File: src/rtl/mem_arbiter.sv
// Arbitrates the shared memory bus between instruction fetch and data access,
// one transaction at a time, with a one-cycle ack, pipeline stall and a bus timeout.
//   state | meaning
//   IDLE  | no bus activity, grant decided here
//   BUSY  | transaction on the bus, waiting for bus_ready or timeout
//   DONE  | ack cycle for the owner, no bus activity
module mem_arbiter #(
    parameter int TIMEOUT = 255
) (
    input  logic        clk,
    input  logic        rst,
    input  logic        if_req,
    input  logic [31:0] if_addr,
    output logic [31:0] if_rdata,
    output logic        if_ack,
    input  logic        dm_req,
    input  logic        dm_we,
    input  logic [31:0] dm_addr,
    input  logic [31:0] dm_wdata,
    output logic [31:0] dm_rdata,
    output logic        dm_ack,
    output logic        bus_en,
    output logic        bus_we,
    output logic [31:0] bus_addr,
    output logic [31:0] bus_wdata,
    input  logic [31:0] bus_rdata,
    input  logic        bus_ready,
    output logic        stall,
    output logic        bus_err
);

    localparam int CW = (TIMEOUT > 1) ? $clog2(TIMEOUT) : 1;

    typedef enum logic [1:0] {IDLE, BUSY, DONE} state_t;

    state_t          state, state_nx;
    logic            owner_dm;
    logic            last_dm;
    logic [CW-1:0]   cnt;
    logic            grant_dm, grant_if;
    logic            finish, timed_out;
    logic [31:0]     cap;

    always_comb begin
        state_nx  = state;
        grant_dm  = 1'b0;
        grant_if  = 1'b0;
        finish    = 1'b0;
        timed_out = 1'b0;
        cap       = 32'h0;
        case (state)
            IDLE: begin
                // data wins a tie unless it also won the previous grant
                grant_dm = dm_req & (~if_req | ~last_dm);
                grant_if = if_req & ~grant_dm;
                if (grant_dm | grant_if)
                    state_nx = BUSY;
            end
            BUSY: begin
                if (bus_ready) begin
                    finish   = 1'b1;
                    cap      = bus_we ? 32'h0 : bus_rdata;
                    state_nx = DONE;
                end else if (cnt == CW'(TIMEOUT - 1)) begin
                    finish    = 1'b1;
                    timed_out = 1'b1;
                    cap       = 32'hDEADBEEF;
                    state_nx  = DONE;
                end
            end
            DONE:    state_nx = IDLE;
            default: state_nx = IDLE;
        endcase
    end

    always_ff @(posedge clk) begin
        if (rst) begin
            state     <= IDLE;
            owner_dm  <= 1'b0;
            last_dm   <= 1'b0;
            cnt       <= '0;
            bus_we    <= 1'b0;
            bus_addr  <= 32'h0;
            bus_wdata <= 32'h0;
            if_rdata  <= 32'h0;
            dm_rdata  <= 32'h0;
            if_ack    <= 1'b0;
            dm_ack    <= 1'b0;
            bus_err   <= 1'b0;
        end else begin
            state  <= state_nx;
            if_ack <= 1'b0;
            dm_ack <= 1'b0;
            if (grant_dm | grant_if) begin
                owner_dm  <= grant_dm;
                last_dm   <= grant_dm;
                bus_addr  <= (grant_dm ? dm_addr : if_addr) & 32'hFFFF_FFFC;
                bus_we    <= grant_dm & dm_we;
                bus_wdata <= grant_dm ? dm_wdata : 32'h0;
                cnt       <= '0;
            end else if (state == BUSY && !finish) begin
                cnt <= cnt + CW'(1);
            end
            if (finish) begin
                if (owner_dm) begin
                    dm_rdata <= cap;
                    dm_ack   <= 1'b1;
                end else begin
                    if_rdata <= cap;
                    if_ack   <= 1'b1;
                end
            end
            if (timed_out)
                bus_err <= 1'b1;
        end
    end

    assign bus_en = (state == BUSY);
    assign stall  = (if_req & ~if_ack) | (dm_req & ~dm_ack);

endmodule

File: config.mk
export PLATFORM = sky130hd
export DESIGN_NAME = mem_arbiter
export DESIGN_NICKNAME = d
export VERILOG_FILES = /design/src/rtl/mem_arbiter.sv
export SDC_FILE = /design/constraint.sdc
export NUM_CORES = 1
export LEC_CHECK = 0
export ABC_CLOCK_PERIOD_IN_PS = 2000
export BUFFER_PORTS_ARGS = -buffer_cell sky130_fd_sc_hd__buf_2
export CORE_MARGIN = 3
export CORE_UTILIZATION = 46
export CTS_CLUSTER_DIAMETER = 30
export CTS_CLUSTER_SIZE = 12
export DETAILED_ROUTE_END_ITERATION = 10
export PLACE_DENSITY = 0.79
export SYNTH_ARGS = -nofsm -noshare
export SYNTH_HDL_FRONTEND = slang
export SYNTH_SLANG_ARGS = --single-unit
File: constraint.sdc
create_clock -name clk -period 2 [get_ports clk]
set_clock_uncertainty 0.1 [all_clocks]
set_input_delay 0.3 -clock clk [delete_from_list [all_inputs] [get_ports clk]]
set_output_delay 0.3 -clock clk [all_outputs]
set_load 0.01 [all_outputs]
==> impl_metrics.yaml <==
status:
  status: "complete, no violations"
power:
  comb_power_share_pct: 14.8
  switching_share_pct: 24.3
  cellLeakagePower_uw: 0.00387
  pwr-share-seq_pct: 38.3
  switchingPower_uw: 1970
  clockPowerShare_pct: 46.9
  power_density_nw_per_um2: 999
  internal_power_uw: 6120
  irDropWorstVdd_uv: 655
setup_path:
  criticalPathCategory: "reg -> reg"
  cp.arrival_ns: 2.10
  worstPathRequired_ns: 2.22
  crit_fanout: 48
  worstSetupStartpointType: "register"
  cp-end-kind: "register"
cells_and_area:
  final_util_pct: 68.9
  fill_cells: 951
  diodes: 0
  syn_to_final_growth_pct: 42.5
  drive_gt1_share_pct: 36.8
  nets: 1066
route:
  avgRoutedWirePerCell_um: 16.1
  drt_wl_total_um: 17800
  viasPerCell: 5.25
  drcViolationCount: 0
  drt_iter0_markers: 357
  vias: 5804
  firstDrtPassIters: 5
  drtAntennaViolNets: 0
clock_tree:
  cts_setup_buffers: 0
  hold_buffers: 26
  clkLatencyLatePin_ns: 0.42
  clockRootBuffer: "clkbuf_16"
  numCtsBuffers: 17
  clock-sinks: 141
  cts_buffer_depth: 2
  htreeDepth: 4
  clkTransAtPathRegs_ns: 0.06
  cts_tree: "built"
  ctsResizeCount: 0
floorplan:
  die_x_um: 117
  dieArea_um2: 13700
  num_rows: 39
  initial_core_util_pct: 48.3
  io_pins: 268
  core_um2: 11800
  die_y_um: 117
yosys:
  ys_top_cells_by_count: "dfxtp_1 (141), a21oi_1 (93), nor2_1 (87)"
  yosysTopAreaCellShare_pct: 49.7
  synth_cell_types: 42
  ys_seq_area_share_pct: 49.7
  ys_seq_elements: 141
  synth_area_um2: 5680
  yosysWarningCount: 0
  synthArstFlopShare_pct: 0
  syn_avg_cell_area_um2: 8.64
  synthTopCellsByArea: "dfxtp_1 (50%), a21oi_1 (8.2%), nor2_1 (5.7%)"
  yosysMostFrequentCell: "dfxtp_1"
  synth_edf_count: 0
  ys.flop_type: "dfxtp_1"
  yosysTopAreaCell: "dfxtp_1"
  syn_inst: 658
sta:
  setup-violations-final: 0
  timing_hold_violations_final: 0
  min_period_ns: 1.88
  worst_slew_pin_slew_ns: 0.516
  setup_tns_ns: 0
  fmax_mhz: 532
  slew_headroom_pct: 65.6
  finalMaxSlewViolations: 0
  rsz0062_at_grt: "false"
  timing.final.crit_share_pct: 94.0
grt:
  grt_first_pass_wirelength_um: 27000
  grt_max_degree: 49
  antenna_found_initial: 1
  grt_pass1_vias: 5461
  grt_overflow: 0
  grt_usage_pct: 24.9
placement:
  port_buffers: 261
  gp_congestion: 0.844
  dp_hpwl_um: 11400
worst_hold_path:
  hp-class: "in -> reg"
job:
  cap_violations: 0
power groups by stage:
stage,clock (µW),combinational (µW),sequential (µW)
after floorplan,0,581,3230
after global placement,0,1130,3140
after detailed placement,0,1150,3150
after CTS,3820,1190,3090
after global routing,3960,1320,3120
final,3790,1200,3100
cell usage in the layout (no fill, tap or decap), types with 2 or more instances in the layout:
master,synthesis,layout
nand4_1,2,2
o211ai_1,3,3
nor3_2,20,20
nor3_1,31,31
inv_1,28,28
nand3_1,19,19
bufinv_16,0,8
ha_1,2,2
a21oi_2,2,2
nor2_2,3,4
buf_2,28,260
nor2_1,87,86
a22o_1,33,33
a211oi_1,31,31
a31oi_1,2,2
and3_1,4,4
buf_12,0,4
conb_1,1,2
buf_4,8,18
clkbuf_1,19,2
clkbuf_16,0,17
dlygate4sd3_1,0,28
mux2i_1,2,2
a21oi_1,93,93
clkinv_4,0,2
nand2_1,34,34
o21ai_0,40,40
xor2_1,4,4
dfxtp_1,141,141
critical path: stages (launching register included):
cell and delay, ns:
dfxtp_1 0.33, inv_1 0.09, ha_1 0.19, and3_1 0.27
a21o_4 0.47, a21oi_1 0.13, nor3_1 0.20
metal layers:
layer / track usage, % / up-vias / part of all wire [%]
met5: 0 / - / 0.073
met4: 9.33 / 2 / 1.8
met3: 6.89 / 26 / 6.5
met2: 42.2 / 223 / 51
met1: 30.3 / 2730 / 41
li1: - / 2823 / -
kinds of logic (layout without fill, tap and decap cells):
family          count (synthesis)  count (layout)  synth area share, %
buf+inv                        87             370                 7.29
flops                         141             141                 49.7
fa+ha+maj                       2               2                0.440
other cells                     1               2               0.0660
xor+xnor                        5               5                0.770
simple gates                  209             209                 18.4
compound gates                211             211                 23.0
mux                             2               2                0.352
worst paths after layout:
check | to | cells after the start | startpoint | slack [ns]
setup reg to reg | if_rdata[7] | 6 | cnt[0] | 0.12
hold / removal | bus_wdata[31] | 2 | dm_wdata[31] | 0.01
setup / recovery | if_rdata[7] | 6 | cnt[0] | 0.12
hold reg to reg | if_rdata[17] | 2 | if_rdata[17] | 0.37
stage by stage:
| stage | hold WS (ns) | cells | cell area (µm²) | setup slack (ns) | total power [µW] |
|---|---|---|---|---|---|
| floorplan | 0.333 | 659 | 5690 | 0.265 | 3810 |
| global placement | 0.352 | 1047 | 7110 | 0.209 | 4270 |
| detailed placement | 0.353 | 1047 | 7110 | 0.166 | 4290 |
| CTS | 0.000823 | 1104 | 8080 | 0.133 | 8100 |
| global route | 0.00926 | 1106 | 8100 | 0.00378 | 8400 |
| finish | 0.0117 | 1106 | 8100 | 0.120 | 8090 |
registers in the layout, summed over array words and instances (netlist names):
| signal | cells |
|---|---|
| dm_ack | 1 |
| bus_wdata | 32 |
| cnt | 8 |
| if_rdata | 32 |
| bus_we | 1 |
| if_ack | 1 |
| state | 2 |
| bus_addr | 30 |
| bus_err | 1 |
| dm_rdata | 32 |
| last_dm | 1 |
cell type report:
cell class                 count  area, µm²  share of cell area (%)
sequential                   141       2820                    34.8
multi-input combinational    431       2460                    30.3
timing repair buffer         310       1800                    22.2
clock buffer                  20        447                    5.51
clock inverter                11        263                    3.24
tap                          164        205                    2.53
inverter                      29        109                    1.34
Power figures use the tool's default switching activity.
